--- config.mk ---
export PLATFORM = sky130hd
export DESIGN_NAME = button_event_encoder
export DESIGN_NICKNAME = d
export VERILOG_FILES = /design/src/rtl/uart_pkg.sv /design/src/rtl/sync_fifo.sv /design/src/rtl/button_event_encoder.sv
export SDC_FILE = /design/constraint.sdc
export NUM_CORES = 1
export LEC_CHECK = 0
export CAP_MARGIN = 10
export CORE_ASPECT_RATIO = 0.75
export CORE_MARGIN = 8
export CORE_UTILIZATION = 56
export DETAILED_ROUTE_END_ITERATION = 6
export PLACE_DENSITY = 0.85
export SYNTH_ARGS = -nofsm -noshare
export SYNTH_HDL_FRONTEND = slang
export SYNTH_HIERARCHICAL = 1
export SYNTH_SLANG_ARGS = --single-unit
--- constraint.sdc ---
create_clock -name clk -period 3.26 [get_ports clk]
set_clock_uncertainty 0.15 [all_clocks]
set_input_delay 0.652 -clock clk [delete_from_list [all_inputs] [get_ports clk]]
set_output_delay 0.652 -clock clk [all_outputs]
set_load 0.01 [all_outputs]
--- src/rtl/uart_pkg.sv ---
// Shared event byte codes and hold-FSM state type for the button event encoder.
package uart_pkg;

  localparam logic [7:0] EVT_PRESS   = 8'h50;
  localparam logic [7:0] EVT_RELEASE = 8'h52;
  localparam logic [7:0] EVT_LONG    = 8'h4C;

  typedef enum logic [1:0] {
    StIdle,
    StHeld,
    StLongSent
  } hold_state_e;

endpackage

--- src/rtl/sync_fifo.sv ---
// Single-clock FIFO with registered head; a pop frees space for a push on the same edge.
module sync_fifo #(
  parameter int unsigned WIDTH = 8,
  parameter int unsigned DEPTH = 4
) (
  input  logic             clk,
  input  logic             RSTn,
  input  logic             push,
  input  logic             pop,
  input  logic [WIDTH-1:0] wdata,
  output logic [WIDTH-1:0] rdata,
  output logic             full,
  output logic             empty
);

  localparam int unsigned AW = (DEPTH > 1) ? $clog2(DEPTH) : 1;

  logic [AW-1:0]    wr_ptr_q, rd_ptr_q;
  logic [AW:0]      count_q;
  logic [WIDTH-1:0] mem_q [DEPTH];
  logic             do_push, do_pop;

  assign empty   = (count_q == '0);
  assign full    = (count_q == (AW + 1)'(DEPTH));
  assign do_pop  = pop & ~empty;
  assign do_push = push & (~full | do_pop);
  assign rdata   = mem_q[rd_ptr_q];

  // Pointers wrap naturally because DEPTH is a power of two.
  always_ff @(posedge clk or negedge RSTn) begin
    if (!RSTn) begin
      wr_ptr_q <= '0;
      rd_ptr_q <= '0;
      count_q  <= '0;
    end else begin
      if (do_push) wr_ptr_q <= wr_ptr_q + 1'b1;
      if (do_pop)  rd_ptr_q <= rd_ptr_q + 1'b1;
      count_q <= count_q + {{AW{1'b0}}, do_push} - {{AW{1'b0}}, do_pop};
    end
  end

  always_ff @(posedge clk) begin
    if (do_push) mem_q[wr_ptr_q] <= wdata;
  end

endmodule

--- src/rtl/button_event_encoder.sv ---
// Turns debounced button edges into queued ASCII event bytes for a UART transmitter.
// Define BUTTON_LONG_PRESS_EN to add the hold counter and 'L' long-press events.
module button_event_encoder
  import uart_pkg::*;
#(
  parameter int unsigned FIFO_DEPTH    = 4,
  parameter int unsigned LONG_PRESS_CC = 1000
) (
  input  logic        clk,
  input  logic        RSTn,
  input  logic        button_db,
  input  logic        tx_ready,
  output logic        tx_valid,
  output logic [7:0]  tx_data,
  output logic        overflow,
  output logic [15:0] press_count
);

  if (FIFO_DEPTH < 2 || (FIFO_DEPTH & (FIFO_DEPTH - 1)) != 0) begin : g_bad_depth
    $error("FIFO_DEPTH must be a power of two and at least 2");
  end
  if (LONG_PRESS_CC < 2) begin : g_bad_hold
    $error("LONG_PRESS_CC must be at least 2");
  end

  logic        button_prev_q;
  logic        press, rel;
  logic        long_hit, long_evt;
  logic        evt_valid;
  logic [7:0]  evt_byte;
  logic        fifo_full, fifo_empty, pop;
  logic [7:0]  fifo_head;
  logic        overflow_q;
  logic [15:0] press_count_q;
  hold_state_e state_q, state_d;

  assign press = button_db & ~button_prev_q;
  assign rel   = ~button_db & button_prev_q;

`ifdef BUTTON_LONG_PRESS_EN
  localparam int unsigned CntW = $clog2(LONG_PRESS_CC);
  logic [CntW-1:0] hold_cnt_q;

  assign long_hit = (hold_cnt_q == CntW'(LONG_PRESS_CC - 1));

  always_ff @(posedge clk or negedge RSTn) begin
    if (!RSTn) begin
      hold_cnt_q <= '0;
    end else if (state_q == StIdle && press) begin
      hold_cnt_q <= '0;
    end else if (state_q == StHeld) begin
      hold_cnt_q <= hold_cnt_q + 1'b1;
    end
  end
`else
  assign long_hit = 1'b0;
`endif

  always_ff @(posedge clk or negedge RSTn) begin
    if (!RSTn) state_q <= StIdle;
    else       state_q <= state_d;
  end

  // Release wins over the hold threshold on the same edge.
  always_comb begin
    state_d = state_q;
    case (state_q)
      StIdle:     if (press) state_d = StHeld;
      StHeld: begin
        if (rel)           state_d = StIdle;
        else if (long_hit) state_d = StLongSent;
      end
      StLongSent: if (rel) state_d = StIdle;
      default:    state_d = StIdle;
    endcase
  end

  always_comb begin
    long_evt = (state_q == StHeld) && (state_d == StLongSent);
  end

  always_comb begin
    evt_valid = 1'b1;
    evt_byte  = 8'h00;
    if (press)         evt_byte = EVT_PRESS;
    else if (rel)      evt_byte = EVT_RELEASE;
    else if (long_evt) evt_byte = EVT_LONG;
    else               evt_valid = 1'b0;
  end

  assign pop = ~fifo_empty & tx_ready;

  sync_fifo #(
    .WIDTH (8),
    .DEPTH (FIFO_DEPTH)
  ) u_fifo (
    .clk   (clk),
    .RSTn  (RSTn),
    .push  (evt_valid),
    .pop   (pop),
    .wdata (evt_byte),
    .rdata (fifo_head),
    .full  (fifo_full),
    .empty (fifo_empty)
  );

  always_ff @(posedge clk or negedge RSTn) begin
    if (!RSTn) begin
      button_prev_q <= 1'b1;
      overflow_q    <= 1'b0;
      press_count_q <= '0;
    end else begin
      button_prev_q <= button_db;
      overflow_q    <= overflow_q | (evt_valid & fifo_full & ~pop);
      if (press) press_count_q <= press_count_q + 16'd1;
    end
  end

  assign tx_valid    = ~fifo_empty;
  assign tx_data     = fifo_empty ? 8'h00 : fifo_head;
  assign overflow    = overflow_q;
  assign press_count = press_count_q;

endmodule

# == Yosys cells after proc, flatten, opt, wreduce, memory -nomap -nowiden ==
# Memories as Yosys holds them, arrays and structs flattened.
# Cells that the tools add are included.
# totals
regBits,27
latch_bits,0
ramBits,32
romBits,0
in_bits,4
elab_cells,47
memories,1
# memory_table
memory,words,width,read_ports,rd_clocked_by_memory_dff,write_ports,line,text
u_fifo.mem_q,4,8,1,0,1,sync_fifo.sv:20,logic [WIDTH-1:0] mem_q [DEPTH];
# classes
addsub,5
n_mul,0
div,0
n_lt_le_gt_ge,0
n_eq_ne,4
shifts,0
mux,12
bitwise,14
reduce_logical,4
# op_table
operator,n
"adder 16 x 1 -> 16 bit, second input constant",1
two-way mux 8 bit,2
two-way mux 7 bit,2
AND 1 bit,7
two-way mux 1 bit,5
inverter 1 bit,5
"adder 2 x 1 -> 2 bit, second input constant",2
"equality test 2 bit, second input constant",2
two-way mux 2 bit,2
one-hot mux 2 bit (2 select lines),1
adder 3 x 1 -> 3 bit,1
"equality test 3 bit, second input constant",1
logical NOT 3 bit,1
subtractor 3 x 1 -> 3 bit,1
"equality test 2 x 1 -> 1 bit, second input constant",1
logical NOT 2 bit,1
OR 1 bit,2
OR reduction 2 bit,1
logical AND 1 bit,1

# == Logic depth before layout (Yosys ltp) ==
# Gate-level depths: netlist of run 1.
# logic_depth
depth_word,12
ltp_mapped,12
mapped_depth_nobuf,11

# == Cells and area by module ==
# Netlist of run 1, hierarchy kept.
# by_module_without_submodules
mod,n_inst,cells_per_inst,area_each_um2,seq_area_each_um2
sync_fifo,1,77,1577.8,1136.1
button_event_encoder,1,101,1033.5,501.7

# == Worst setup path before layout of run 1 ==
# No wires, ideal clock.
# synth_path
kind,input port to flip-flop
startpoint,input port button_db
endpoint,register u_fifo.count_q[2]
setup_time_ns,0.123
arrival_ns,2.620
required_time_ns,2.987
path_slack_ns,0.368
stages,11
path_buffers,0
cell_sequence,inv_1 -> ha_1 -> nor2b_1 -> o2111ai_1 -> nand2_1 -> a21boi_2 -> a21bo_1 -> ha_1 -> fa_1 -> xnor2_1 -> xnor2_1
# synth_via
elab_chain_len,12
word_cells_on_any_way,14
# synth_rtl
item,line,text
"start, declared",button_event_encoder.sv:11,"input logic button_db,"
inverter 1 bit,button_event_encoder.sv:38,assign rel = ~button_db & button_prev_q;
AND 1 bit,button_event_encoder.sv:38,
two-way mux 2 bit,button_event_encoder.sv:70,if (rel) state_d = StIdle;
one-hot mux 2 bit (2 select lines),button_event_encoder.sv:67,case (state_q)
equality test 2 bit,button_event_encoder.sv:79,long_evt = (state_q == StHeld) && (state_d == StLongSent);
logical AND 1 bit,button_event_encoder.sv:79,
two-way mux 1 bit,button_event_encoder.sv:87,else if (long_evt) evt_byte = EVT_LONG;
two-way mux 1 bit,button_event_encoder.sv:86,else if (rel) evt_byte = EVT_RELEASE;
two-way mux 1 bit (*),button_event_encoder.sv:85,if (press) evt_byte = EVT_PRESS;
AND 1 bit (*),sync_fifo.sv:26,assign do_push = push & (~full | do_pop);
adder 3 x 1 -> 3 bit (*),sync_fifo.sv:38,"count_q <= count_q + {{AW{1'b0}}, do_push} - {{AW{1'b0}}, do_pop};"
subtractor 3 x 1 -> 3 bit (*),sync_fifo.sv:38,
"end signal, assigned",sync_fifo.sv:38,
"end, declared",sync_fifo.sv:19,logic [AW:0] count_q;
# Every way passes the cells marked *; elsewhere a longest branch is shown, timed or not.
# A chain may end at the register's enable or synchronous reset.

# == Worst setup path after layout of run 1 ==
# Ends and elaborated chain as after synthesis.

==> impl_results.md, run 1 <==
- Drt drc: 0
- Critical Path AT: 3.17 ns
- Most frequent cells in the layout: edfxtp_1 (32), clkdlybuf4s50_1 (29), dfrtp_1 (26), inv_1 (13), buf_4 (13)
- H-tree depth: 3
- Dpl cells: 285
- CTS tree: done
- Fraction of layout cells with a size suffix above 1: 0.1598
- Core area: 0.004467 mm^2
- Peak VDD IR: 0.4166 mV
- RePlAce Congestion: 0.7773
- Post-synthesis sequential area ratio: 0.6272
- Int Power: 1742 uW
- Tcrit/Tclk final: 0.9433
- Starting Density: 0.5846
- # setup viols final: 0
- Most common cell after layout, fill and taps aside: edfxtp_1
- Syn_area_per_cell: 14.67 um^2
- GR Overflow Total: 0
- Post-DP HPWL: between 3000 and 4000 um
- Post-Syn Instances: approximately 180
- Initial antenna violation count: 0
- Vias in the first global route: 1615
- PostCTS Resize Cnt: 0
- Synthesis-stage register bit count: 59
- Sw Pwr: 798.9 uW
- Nets: roughly 260
- CP endpoint kind: flip-flop
- Leak pwr: around 0.0014 uW
- DR pass1 iterations: 4
- Die Ht: 75.14 um
- WS Path Type: in -> reg
- Routed len/inst: 16.06 um
- Clock group share of total power: 0.205
- I/O pin cnt: 30
- Chip width: 94.85 um
- Postcts setup bufs: 0
- Synth Cell Area: 0.002611 mm^2
- Vias per cell: 5.066
- Max Cap Viol: 0
- Slew Limit Fails: 0
- Sw Ratio: 0.3144
- CP Data Required Time: roughly 3.4 ns
- Input/output buffers: 29
- Clk Latency, worst-skew pair: between 0.3 and 0.4 ns
- Iter 0 DRT Violations: between 70 and 80
- Total GRT Usage: 0.1603
- Die area: 0.007127 mm^2
- Outcome: finished clean
- Via Count: 1525
- Wirelength, routed: 4835 um
- Yosys warns: 6
- # diodes: 0
- Combinational Power Share: 0.351
- Achievable Freq: 325.2 MHz
- Total negative slack: 0 ns
- Largest net degree at the start of global routing: 28
- Clock slew seen by the registers of the worst setup and hold paths: 0.06 ns
- Hold Crit Class: reg -> reg
- RSZ-0062 raised after global routing: false
- Critical-path maximum fanout: 3
- Root Buffer: clkbuf_8
- # rows: 21
- Sequential power share: 0.443
- Post-route ant nets: 0
- Hold Buf Count CTS: 0
- Clock buffer depth: 2
- Min cycle time layout: 3.075 ns
- TritonCTS buffer count: 9
- Finished Layout Cells: between 300 and 400
- Post-layout util: 0.7272
- First-pass GRT wire length: 8217 um
- Hold violation total from the final report: 0
- Clk sinks: 59
- Worst setup SP type: primary input
- Cell Pwr Density: roughly 780 mW/mm^2
- Netlist cell types: 33
- Area grow syn2layout: 24.39%
[Yosys cell counts]
library cell  count  share of area
nand3_1           4         0.0077
conb_1            1         0.0014
or2_1             1         0.0024
ha_1             11          0.053
and2_1            4         0.0096
o31ai_2           1         0.0048
nand2_1           7          0.010
o2111ai_1         1         0.0034
nor3b_4           1         0.0072
inv_1            13          0.019
fa_1              1         0.0077
xnor2_1           8          0.027
edfxtp_1         32           0.37
buf_2             1         0.0019
nor2_1            7          0.010
nand4_4           1         0.0081
nor2b_1          10          0.024
a21oi_1           3         0.0057
mux4_2            8          0.069
dfstp_2           1          0.010
nand2b_1          1         0.0024
buf_4             1         0.0029
mux2_2            1         0.0043
xor2_1           12          0.040
nand4_1           4         0.0096
a21bo_1           1         0.0038
mux2_4            1         0.0057
nor4_1            4         0.0096
nor3_1            8          0.015
a21boi_2          1         0.0043
dfrtp_1          26           0.25
o21ai_0           1         0.0019
buf_1             1         0.0014
[stage by stage]
step	instance area, um^2	hold WS, ns	total power [uW]	setup slack (ns)
2_1_floorplan	2653	0.2064	1627	0.3675
3_3_place_gp	3095	0.3068	2000	0.01184
3_5_place_dp	3095	0.3095	2045	-0.1574
4_1_cts	3248	0.3249	2581	0.2009
5_1_grt	3248	0.3456	2701	0.002608
6_report	3248	0.3274	2541	0.1847
[cell type report]
| type | instances | area, um^2 |
|---|---|---|
| flip-flops and latches | 59 | 1638 |
| repair buffers | 42 | 387.9 |
| multi-input cells | 114 | 949.7 |
| clock inverters | 4 | 17.52 |
| clock buffers | 12 | 135.1 |
| inverters | 13 | 48.80 |
| well taps | 57 | 71.32 |
| fillers | 287 | 1219 |
[worst paths after layout]
path / from / end / slack, ns / depth (start not counted)
worst max register to register: state_q[0] / u_fifo/count_q[2] / 0.41 / 11
min in group asynchronous: RSTn / u_fifo/rd_ptr_q[0] / 0.54 / 2
worst max-delay path: button_db / u_fifo/count_q[2] / 0.18 / 12
worst min register to register: press_count[15] / press_count[15] / 0.33 / 1
worst min-delay path: press_count[15] / press_count[15] / 0.33 / 1
max in group asynchronous: RSTn / button_prev_q / 2.12 / 2
[worst max-delay path: stages]
cell and delay (ns):
clkdlybuf4s50_1 0.50, inv_1 0.06, ha_1 0.22, nor2b_1 0.17
o2111ai_1 0.19, nand2_1 0.16, or2_1 0.13, a21bo_1 0.20
ha_1 0.18, fa_1 0.38, xnor2_1 0.17, xnor2_1 0.15
[sequential cells by signal, indices dropped and copies added (netlist names)]
| name | flops |
|---|---|
| u_fifo/mem_q | 32 |
| press_count | 16 |
| u_fifo/count_q | 3 |
| state_q | 2 |
| u_fifo/rd_ptr_q | 2 |
| u_fifo/wr_ptr_q | 2 |
| button_prev_q | 1 |
| overflow | 1 |
[per-layer routing]
layer / track usage / up-vias / wire length (um)
li1: - / 748 / -
met1: 0.1939 / 740 / 2131
met2: 0.2508 / 30 / 2398
met3: 0.05378 / 7 / 219
met4: 0.08621 / 0 / 85
met5: 0 / - / 0
[cell families after synthesis]
logic type,share of synthesized area
compound gates,0.02395
xor+xnor,0.06708
fa+ha+maj,0.06037
buf+inv,0.02492
flops,0.6272
mux,0.07906
other cells,0.001436
simple gates,0.1160
[power groups by stage]
stage	registers (uW)	logic (uW)	clock network [uW]
floorplan	1090	539	0
global placement	1130	874	0
detailed placement	1140	907	0
CTS	1130	912	540
global route	1150	979	574
finish	1130	893	522
Note: power is estimated with default switching activity, not from simulation.
==> run 2, diff against run 1 <==
Settings changed: REMOVE_ABC_BUFFERS from default to 1.
==> run 2 against run 1 <==
Global-route usage decreased by 0.25 points. Via count rose by 2.0%. First-iteration DRC count fell by 25%. Combinational power about the same. Sequential share of layout area is 0.77 points lower. Non-clock buffer count stayed put. Sequential cell count did not move. Critical path type unchanged.
==> impl_results.md, run 2 (synthesis gave the netlist of run 1 again) <==
- Critical Path AT: 3.16 ns (about the same)
- Final setup margin: 0.2029 ns (+0.01822 ns)
- Starting Density: 0.5846 (unchanged)
- Delay-heaviest family, CP: adder cells
- CP peak stage delay: 0.50 ns (about the same)
- Worst Reg-to-Reg Cells: 11 (unchanged)
- Iter 0 DRT Violations: 56 (-25%)
- Hold Buf Count CTS: 0 (unchanged)
- # diodes: 0 (unchanged)
- Final hold slack: 0.3367 ns (+0.009299 ns)
- Clk Latency, worst-skew pair: 0.33 ns (about the same)
- Via Count: 1555 (+2.0%)
- Largest net degree at the start of global routing: 28 (unchanged)
- Clock buffer depth: 2 (unchanged)
- Most frequent cells in the layout: edfxtp_1 (32), clkdlybuf4s50_1 (29), dfrtp_1 (26), inv_1 (13), buf_4 (13)
- Largest register FFs: 32 (unchanged)
- First-pass GRT wire length: 8217 um (unchanged)
- Wirelength, routed: 4846 um (+0.23%)
- Hold Crit Class: reg -> reg
- Min cycle time layout: 3.057 ns (-0.01822 ns)
- Total GRT Usage: 0.1578 (-0.002497)
- Die Ht: 75.14 um (unchanged)
- WP buf/inv: 2 (unchanged)
- Largest Register: u_fifo/mem_q
- Crit path cell chain: clkdlybuf4s50_1, inv_1, ha_1, nor2b_1, o2111ai_1, nand2_1, or2_1, a21bo_1, ha_1, fa_1, xnor2_1, xnor2_1
- Vias in the first global route: 1660 (+2.8%)
- Outcome: finished clean
- Cell Pwr Density: 810.6 mW/mm^2 (+3.6%)
- Input/output buffers: 29 (unchanged)
- PostCTS Resize Cnt: 0 (unchanged)
- Achievable Freq: 327.1 MHz (+0.60%)
- Nets: 255 (unchanged)
- Tcrit/Tclk final: 0.9377 (-0.005590)
- Levels on crit path: 12 (unchanged)
- # setup viols final: 0 (unchanged)
- WS Path Type: in -> reg
- CTS tree: done
- CP Data Required Time: 3.36 ns (about the same)
- H-tree depth: 3 (unchanged)
- RSZ-0062 raised after global routing: false
- Hold EP: press_count[15]
- Post-layout util: 0.7384 (+0.01120)
- Chip width: 94.85 um (unchanged)
- Clock slew seen by the registers of the worst setup and hold paths: 0.06 ns (about the same)
- Slew Limit Fails: 0 (unchanged)
- Most common cell after layout, fill and taps aside: edfxtp_1
- RR Startpoint: state_q[1]
- Postcts setup bufs: 0 (unchanged)
- RePlAce Congestion: 0.7996 (+2.9%)
- Max Cap Viol: 0 (unchanged)
- Core area: 0.004467 mm^2 (unchanged)
- Drt drc: 0 (unchanged)
- Post-route ant nets: 0 (unchanged)
- I/O pin cnt: 30 (unchanged)
- Die area: 0.007127 mm^2 (unchanged)
- # rows: 21 (unchanged)
- R2r setup slk: 0.45 ns (+0.04 ns)
- GR Overflow Total: 0 (unchanged)
- Hold path start: press_count[15]
- Routed len/inst: 16.10 um (+0.23%)
- Peak VDD IR: 0.5041 mV (+21%)
- Hold violation total from the final report: 0 (unchanged)
- Fraction of layout cells with a size suffix above 1: 0.1762 (+0.01639)
- Pre-CTS setup slack: -0.09805 ns (+0.05936 ns)
- CP endpoint kind: flip-flop
- Worst path slowest cell: clkdlybuf4s50_1
- Post-DP HPWL: 3522 um (+2.6%)
- Hold path cells: 1 (unchanged)
- Worst setup SP type: primary input
- Root Buffer: clkbuf_8
- Reg-to-Reg End: u_fifo/count_q[2]
- TritonCTS buffer count: 9 (unchanged)
- Clk sinks: 59 (unchanged)
- DR pass1 iterations: 4 (unchanged)
- Vias per cell: 5.166 (+2.0%)
- Leak pwr: 0.001407 uW (+2.1%)
- Initial antenna violation count: 0 (unchanged)
- Area grow syn2layout: 26.31%
- Critical-path maximum fanout: 3 (unchanged)
-- run 2: cell types whose count changed in the layout (fill, tap and decap cells not counted), sizes merged --
| cell | change |
|---|---|
| bufinv | +1 |
| clkbuf | -1 |
-- run 2: layout make-up --
type,instances,area (um^2)
well taps,57,71.32
clock buffers,11,152.6
repair buffers,42,387.9
fillers,291,1169
flip-flops and latches,59,1638
clock inverters,5,50.05
inverters,13,48.80
multi-input cells,114,949.7
-- run 2: how the worst max path moves through the flow --
stage,endpoint,slack (ns),from
after floorplan,u_fifo/count_q[2],0.33,button_db
after global placement,u_fifo/count_q[2],0.01,button_db
after detailed placement,u_fifo/count_q[2],-0.1,button_db
after CTS,tx_data[2],0.23,u_fifo/rd_ptr_q[0]
after global routing,u_fifo/count_q[2],0.04,button_db
final,u_fifo/count_q[2],0.20,button_db
-- run 2: power breakdown --
group | leakage, uW | internal (uW) | switching (uW)
clock | 0.000108 | 394 | 267
combinational | 0.000656 | 518 | 375
sequential | 0.000643 | 956 | 163
total | 0.00141 | 1870 | 805
-- run 2: per-stage QoR --
step | power (uW) | instances | setup TNS (ns) | cell area (um^2)
2_1_floorplan | 1617 | 186 | 0 | 2636
3_3_place_gp | 2000 | 285 | 0 | 3095
5_1_grt | 2836 | 301 | 0 | 3298
6_report | 2674 | 301 | 0 | 3298
4_1_cts | 2712 | 301 | 0 | 3298
3_5_place_dp | 2041 | 285 | -0.09805 | 3095
-- run 2: routing by layer --
metal,up-vias,track usage,part of all wire
met5,-,0,0
met4,0,0.06207,0.014
met3,7,0.06175,0.046
met2,28,0.2538,0.50
met1,776,0.1880,0.44
li1,744,-,-
==> run 3, diff against run 2 <==
Settings changed: CORE_UTILIZATION 56 to 55, PLACE_DENSITY 0.85 to 0.83, TNS_END_PERCENT from default to 10.
==> run 3 against run 2 <==
Combinational power decreased by 0.9%. Register-to-register slack got worse by 0.03 ns. Die area is 1.5% higher. Wire length fell by 7.9%. Fmax is 0.28% lower. Worst hold slack worse by 0.015 ns. Sequential power barely moved. Core utilization decreased by 2.0 points. Total power is 5.7% lower. First-iteration DRC count rose by 52%. Clock power is 21% lower. Setup slack got worse by 0.0087 ns.
==> impl_results.md, run 3 (synthesis gave the netlist of run 1 again) <==
- Outcome: finished clean
- Cell Pwr Density: 776.5 mW/mm^2 (-4.2%)
- Total GRT Usage: 0.1455 (-0.01229)
- Design area: 0.003247 mm^2 (-1.6%)
- # rows: 21 (unchanged)
- First-pass GRT wire length: 7521 um (-8.5%)
- Met3 usage: 0.07677 (+0.01502)
- Max Cap Viol: 0 (unchanged)
- Peak VDD IR: 0.4388 mV (-13%)
- TritonCTS buffer count: 9 (unchanged)
- Layout fillers: 298 (+2.4%)
- Achievable Freq: 326.2 MHz (-0.28%)
- I/O pin cnt: 30 (unchanged)
- Die Ht: 75.67 um (+0.71%)
- Placed cell areas: 0.003095 mm^2 (unchanged)
- Hold Buf Count CTS: 0 (unchanged)
- Total negative slack: 0 ns (unchanged)
- Fraction of layout cells with a size suffix above 1: 0.1557 (-0.02049)
- Starting Density: 0.5778 (-0.006798)
- Tcrit/Tclk final: 0.9404 (+0.002676)
- Largest Register: u_fifo/mem_q
- RePlAce Congestion: 0.7500 (-6.2%)
- GR Overflow Total: 0 (unchanged)
- Chip width: 95.57 um (+0.75%)
- Vias in the first global route: 1543 (-7.0%)
- Critical-path maximum fanout: 3 (unchanged)
- Most common cell after layout, fill and taps aside: edfxtp_1
- Post-DP HPWL: 3176 um (-9.8%)
- Drt drc: 0 (unchanged)
- Largest register FFs: 32 (unchanged)
- Postcts setup bufs: 0 (unchanged)
- PostCTS Resize Cnt: 0 (unchanged)
- Clock buffer depth: 2 (unchanged)
- Clk sinks: 59 (unchanged)
- Final hold slack: 0.3214 ns (-0.01524 ns)
- Min cycle time layout: 3.066 ns (+0.008723 ns)
- # setup viols final: 0 (unchanged)
- Final setup margin: 0.1942 ns (-0.008723 ns)
- CTS tree: done
- Slew Limit Fails: 0 (unchanged)
- Clk Latency, worst-skew pair: 0.33 ns (about the same)
- Critical Path AT: 3.16 ns (about the same)
- Initial antenna violation count: 0 (unchanged)
- Nets: 255 (unchanged)
- Iter 0 DRT Violations: 85 (+52%)
- Wirelength, routed: 4461 um (-7.9%)
- DR pass1 iterations: 4 (unchanged)
- Post-route ant nets: 0 (unchanged)
- Hold violation total from the final report: 0 (unchanged)
- Most frequent cells in the layout: edfxtp_1 (32), clkdlybuf4s50_1 (29), dfrtp_1 (26), inv_1 (13), buf_4 (13)
- Core area: 0.004519 mm^2 (+1.2%)
- Met1 usage: 0.1753 (-0.01267)
- Pre-CTS setup slack: -0.1523 ns (-0.05424 ns)
- CP Data Required Time: 3.36 ns (about the same)
- Grt met2 use: 0.2193 (-0.03457)
- H-tree depth: 3 (unchanged)
- Root Buffer: clkbuf_8
- Leak pwr: 0.001376 uW (-2.2%)
- Routed len/inst: 14.82 um (-7.9%)
- Vias per cell: 5.176 (+0.19%)
- Hold Crit Class: reg -> reg
- # diodes: 0 (unchanged)
- Die area: 0.007231 mm^2 (+1.5%)
- Input/output buffers: 29 (unchanged)
- Area grow syn2layout: 24.34%
- Via Count: 1558 (+0.19%)
- WS Path Type: in -> reg
- Top Usage Layer GRT: met2
- CP endpoint kind: flip-flop
- Worst setup SP type: primary input
- Largest net degree at the start of global routing: 28 (unchanged)
- Clock slew seen by the registers of the worst setup and hold paths: 0.06 ns (about the same)
- Total Power: 2521 uW (-5.7%)
- RSZ-0062 raised after global routing: false
run 3: cell count changes in the layout (fill, tap and decap cells not counted):
cell,previous run,this run
clkinv_2,4,1
clkinv_1,0,4
clkbuf_1,1,2
bufinv_16,1,0
clkbuf_16,1,0
run 3: report_power, final:
part	internal (uW)	switching (uW)
sequential	957	159
combinational	516	370
clock	264	255
run 3: area by class of cell:
type                       instances  area [um^2]  area share
clock buffer                      11        131.4     0.04046
timing repair buffer              42        387.9      0.1195
multi-input combinational        114        949.7      0.2925
sequential                        59         1638      0.5044
inverter                          13        48.80     0.01503
tap                               57        71.32     0.02197
clock inverter                     5        20.02    0.006166
run 3: worst max-delay path, stage by stage:
cell and delay, ns:
clkdlybuf4s50_1 0.50, inv_1 0.06, ha_1 0.21, nor2b_1 0.17, o2111ai_1 0.18, nand2_1 0.15, or2_1 0.14, a21bo_1 0.21
ha_1 0.19, fa_1 0.38, xnor2_1 0.18, xnor2_1 0.15
run 3: per-stage QoR:
step / utilization / std cells
after global placement: 0.6849 / 285
after CTS: 0.7184 / 301
final: 0.7184 / 301
after floorplan: - / 186
after detailed placement: 0.6849 / 285
after global routing: 0.7184 / 301
run 3: final timing paths:
path | slack, ns | cells after the start | to | startpoint
max | 0.19 | 12 | u_fifo/count_q[2] | button_db
min | 0.32 | 1 | press_count[15] | press_count[15]
max reg2reg | 0.42 | 11 | u_fifo/count_q[2] | state_q[0]
min reg2reg | 0.32 | 1 | press_count[15] | press_count[15]
max in group asynchronous | 2.13 | 2 | button_prev_q | RSTn
min in group asynchronous | 0.54 | 2 | press_count[11] | RSTn
run 3: layer usage:
| layer | vias up | routed length [um] |
|---|---|---|
| met5 | - | 0 |
| met4 | 0 | 33 |
| met3 | 4 | 292 |
| met2 | 36 | 2188 |
| met1 | 772 | 1947 |
| li1 | 746 | - |
==> RTL change 1 (config.mk and constraints of run 3) <==
Encoding of `hold_state_e`: now one-hot (3 bits for 3 states).
--- a/src/rtl/uart_pkg.sv
+++ b/src/rtl/uart_pkg.sv
@@ -5,10 +5,10 @@
   localparam logic [7:0] EVT_RELEASE = 8'h52;
   localparam logic [7:0] EVT_LONG    = 8'h4C;
 
-  typedef enum logic [1:0] {
-    StIdle,
-    StHeld,
-    StLongSent
+  typedef enum logic [2:0] {
+    StIdle     = 3'b001,
+    StHeld     = 3'b010,
+    StLongSent = 3'b100
   } hold_state_e;
 
 endpackage
Behaviour: same outputs for any inputs over 10 cycles, from zero or initial values and one cycle with RSTn low; not proved beyond that.
==> RTL change 1 against run 3 <==
- wire length is 1.7% lower
- sequential cell count decreased by 2
- die area decreased by 4.8%
- largest cell class unchanged
- count of clock-buffer cells in the layout is 3 higher
- total power increased by 0.75%
- setup slack improved by 0.027 ns
- cell area is 4.1% lower
- critical path type is now reg -> out
- largest power group unchanged
- area after synthesis decreased by 5.9%
- utilization down 0.90 points
==> RTL change 1: results (changes against run 3) <==
- Outcome: finished clean
- CTS H-tree depth: 3 (unchanged)
- CTS Buf Count: 9 (unchanged)
- Switching Share: 29.82% (-1.3 points)
- Total global routing overflow: 0 (unchanged)
- Router iterations before antenna repair: 4 (unchanged)
- Largest cells by area after synthesis: edfxtp_1 39%, dfrtp_1 24%, mux4_2 7.3%
- Unique cell type count in the Yosys netlist: 31 (-6.1%)
- Worst-path clk slew: 0.06 ns (about the same)
- Max VDD drop: 0.0004486 V (+2.2%)
- Biggest register: u_fifo/mem_q
- Worst Hold Endpoint: press_count[15]
- Reg-to-reg endpoint: u_fifo/count_q[2]
- Hold Path Depth: 1 (unchanged)
- Worst EP arrival: 2.24 ns (-0.92 ns)
- Worst hold slack: 0.3120 ns (-0.009454 ns)
- Drt via density: 4.996 (-3.5%)
- HP Class: reg -> reg
- Origin of the critical flop-to-flop path: u_fifo/count_q[1]
- Fillcell total: 270 (-9.4%)
- Largest register FFs: 32 (unchanged)
- Vias in the first global route: 1,474 (-4.5%)
- Post-synthesis sequential area ratio: 64.61% (+1.9 points)
- Max_slew headroom: around 62%
- Worst skew pair latency: approximately 0.32 ns
- Yosys warns: 6 (unchanged)
- Global Route Usage Sum: 14.25% (-0.30 points)
- Largest net degree at the start of global routing: 26 (-7.1%)
- Port Buffers: 29 (unchanged)
- DPL Wire Length: 3.187 mm (+0.35%)
- # DRC: 0 (unchanged)
- Post-CTS Resized: 0 (unchanged)
- Postcts setup bufs: 0 (unchanged)
- ANT cells: 0 (unchanged)
- Layout cells sized above 1: 16.44% (+0.87 points)
- First-pass GRT wire length: 7.251 mm (-3.6%)
- Reg-to-reg slack, setup: 0.64 ns (+0.22 ns)
- Commonest cells in the netlist: 32 x edfxtp_1, 24 x dfrtp_1, 13 x xor2_1
- Initial antenna violation count: 0 (unchanged)
- EDFF count, synth: 32 (unchanged)
- Worst reg-to-reg path cell count: 10 (-1)
- Nets: 233 (-8.6%)
- Initial DRC Count: 62 (-27%)
- Hold Path Origin: press_count[15]
- Clk buf depth: 2 (unchanged)
- WL per Instance: 15.55 um (+4.9%)
- Pleak: 1.303 nW (-5.3%)
- CP max FO: 10 (+7)
- RePlAce Congestion: 0.7613 (+1.5%)
- CTS Root Cell: clkbuf_8
- Asr flop ratio synth: 43.86% (-1.9 points)
==> RTL change 1: final cells by class <==
| class | count | area share (%) |
|---|---|---|
| Clock buffer | 14 | 5.908 |
| Clock inverter | 2 | 0.3215 |
| Tap cell | 57 | 2.291 |
| Sequential cell | 57 | 51.00 |
| Inverter | 9 | 1.085 |
| Timing Repair Buffer | 35 | 10.77 |
| Multi-Input combinational cell | 108 | 28.62 |
==> RTL change 1: how the worst max path moves through the flow <==
stage               depth (start not counted)          startpoint  slack, ns                end
global placement                           10           button_db       0.13  u_fifo/count_q[2]
CTS                                         3  u_fifo/rd_ptr_q[0]       0.17         tx_data[0]
finish                                      3  u_fifo/rd_ptr_q[0]       0.22         tx_data[0]
global route                                3  u_fifo/rd_ptr_q[0]       0.07         tx_data[0]
detailed placement                          9           button_db       0.05  u_fifo/count_q[1]
floorplan                                   9   u_fifo/count_q[1]       0.46  u_fifo/count_q[2]
==> RTL change 1: worst max-delay path, cell delays in order, from the launching register on <==
cell             delay (ns)
dfrtp_1                0.70
mux4_2                 0.57
nor2b_1                0.16
clkdlybuf4s50_1        0.49
==> RTL change 1: layer usage <==
layer / track usage [%] / wire length, um
met2: 22.55 / 2173
met4: 7.473 / 85
met3: 5.306 / 292
met5: 0 / 0
met1: 16.65 / 1834
==> RTL change 1: cell families after synthesis <==
group	synth area share, %
simple gates	11.10
buf+inv	2.036
other cells	0.1526
fa+ha+maj	4.888
compound gates	1.680
xor+xnor	7.128
flops	64.61
mux	8.401
==> RTL change 1: power groups by stage <==
stage          Clock [mW]  Sequential (mW)  Combinational (mW)
4_1_cts             0.626             1.11               0.836
3_5_place_dp            0             1.13               0.830
2_1_floorplan           0             1.10               0.464
6_report            0.608             1.11               0.823
3_3_place_gp            0             1.11               0.800
5_1_grt             0.662             1.14               0.905
==> RTL change 1: metrics by stage <==
stage          setup WS [ns]  instances  instance area, um^2  power, mW
3_3_place_gp          0.1252        266                 2919      1.908
3_5_place_dp         0.05021        266                 2919      1.955
6_report              0.2217        282                 3113      2.540
5_1_grt              0.06669        282                 3113      2.703
4_1_cts               0.1700        282                 3113      2.574
2_1_floorplan         0.4613        174                 2512      1.564
==> RTL change 2 (config.mk and constraints of run 3) <==
Made on the original files. The option `BUTTON_LONG_PRESS_EN` is turned on by a define.
--- a/src/rtl/button_event_encoder.sv
+++ b/src/rtl/button_event_encoder.sv
@@ -1,5 +1,7 @@
 // Turns debounced button edges into queued ASCII event bytes for a UART transmitter.
 // Define BUTTON_LONG_PRESS_EN to add the hold counter and 'L' long-press events.
+`define BUTTON_LONG_PRESS_EN
+
 module button_event_encoder
   import uart_pkg::*;
 #(
Behaviour: same outputs for any inputs over 10 cycles, from zero or initial values and one cycle with RSTn low; that may be too few to reach the edited logic, so the function may still have changed.
==> RTL change 2 against run 3 <==
- critical path depth down 9
- sequential cell count up 10
- area after synthesis up 16%
- setup slack worse by 0.048 ns
- cell area up 14%
- wire length up 20%
- via count up 16%
- total power up 14%
==> RTL change 2: results (changes against run 3) <==
- Outcome: finished clean
- Drt via density: 5.127 (-0.95%)
- Final WL: 5.348 mm (+20%)
- Asr flop ratio synth: 53.62% (+7.9 points)
- Unique cell type count in the Yosys netlist: 45 (+36%)
- Post-synthesis register bit count: 69 (+17%)
- Vias in the first global route: 1,891 (+23%)
- Metal-1 WL: 2.337 mm (+20%)
- CP max FO: 10 (+7)
- Postcts setup bufs: 0 (unchanged)
- Ys flop type: dfrtp_1
- Multi-input gate area: 0.001130 mm^2 (+19%)
- Worst EP arrival: 2.31 ns (-0.85 ns)
- Post-synthesis sequential area ratio: 62.23% (-0.49 points)
- Placed insts: 338 (+19%)
- Inverters: 12 (-1)
- Post-CTS Resized: 0 (unchanged)
- Multi-In Gates: 146 (+28%)
- Reg area: 0.001888 mm^2 (+15%)
- Post-Synthesis Cells: 219 (+23%)
- Worst skew pair latency: around 0.34 ns
- Via count: 1,815 (+16%)
- Final core occ: 69.35% (-2.5 points)
- Largest net degree at the start of global routing: 38 (+36%)
- Routed wl met2: 2.671 mm (+22%)
- Largest cells by area after synthesis: edfxtp_1 32%, dfrtp_1 30%, mux4_2 5.9%
- Commonest cells in the netlist: 36 x dfrtp_1, 32 x edfxtp_1, 20 x nand2_1
- Clock-cell share of area: 5.354% (+0.69 points)
- Layout cells sized above 1: 15.05% (-0.52 points)
- NonClk Buf Share: 9.149% (-2.8 points)
- Area leader, netlist: edfxtp_1
- HP Class: in -> async
- # Max-Cap Violations: 0 (unchanged)
- Post-DP Area: 0.003495 mm^2 (+13%)
- First-pass GRT wire length: 8.990 mm (+20%)
- Nets: 288 (+13%)
- CTS H-tree depth: 3 (unchanged)
- DR top layer: met4
- RePlAce Congestion: 0.8256 (+10%)
- Cell family with most CP delay: flip-flops
- Global Route Usage Sum: 14.45% (-0.099 points)
- Router iterations before antenna repair: 4 (unchanged)
- Initial DRC Count: 99 (+16%)
- Pleak: 1.524 nW (+11%)
- Tap cell count: 75 (+32%)
- Fillcell total: 371 (+24%)
- Max VDD drop: 0.0003179 V (-28%)
- CP max-delay cell: dfrtp_1
- Worst-path clk slew: 0.08 ns (+0.02 ns)
- DPL Wire Length: 3.688 mm (+16%)
- Buffers, non-clock: 36 (-14%)
- Slowest cell delay on critical path: 0.73 ns (+0.23 ns)
- Post-Place Setup Slack: 0.1420 ns (+0.2943 ns)
- Met3 Wirelength: 288 um (-1.4%)
- Final slew viol count: 0 (unchanged)
- Internal power: 1.976 mW (+14%)
==> RTL change 2: final timing paths <==
path	start	cells after the start	to	slack (ns)
hold / removal	RSTn	1	press_count[12]	0.24
setup / recovery	u_fifo/rd_ptr_q[0]	3	tx_data[1]	0.15
max in group asynchronous	RSTn	1	u_fifo/wr_ptr_q[1]	2.19
hold reg to reg	press_count[15]	1	press_count[15]	0.33
setup reg to reg	hold_cnt_q[0]	11	u_fifo/count_q[2]	0.32
min in group clk	press_count[15]	1	press_count[15]	0.33
==> RTL change 2: worst reg2reg max path, cell delays in order, from the launching register on <==
cell,delay (ns)
dfrtp_1,0.38
ha_1,0.20
nand2_1,0.08
or4_4,0.50
o21ai_1,0.16
buf_4,0.16
or2_1,0.14
a21bo_1,0.22
ha_1,0.19
fa_1,0.38
xnor2_1,0.14
xnor2_1,0.13
==> RTL change 2: layer usage <==
metal  up-vias  track usage [%]
met3         9            5.440
met5         -                0
met2        30            22.61
li1        881                -
met1       895            17.90
met4         0            5.333
==> RTL change 2: kinds of logic (layout without fill, tap and decap cells) <==
| logic type | Yosys count | count (layout) | share of synthesized area (%) |
|---|---|---|---|
| AOI/OAI and AO/OA | 17 | 17 | 4.041 |
| xor gates and xnor gates | 21 | 21 | 6.062 |
| adders and majority gates | 10 | 10 | 4.371 |
| buffers and inverters | 15 | 64 | 1.896 |
| DFF | 69 | 69 | 62.23 |
| muxes | 14 | 14 | 8.124 |
| other | 1 | 12 | 0.1236 |
| and+or+nand+nor | 72 | 72 | 13.16 |
==> RTL change 2: power groups by stage <==
stage               Clock (mW)  Sequential [mW]  Combinational [mW]
floorplan                    0             1.28               0.522
global placement             0             1.30               0.876
detailed placement           0             1.31               0.897
CTS                      0.697             1.30               0.909
global route             0.732             1.33               0.983
finish                   0.681             1.30               0.892
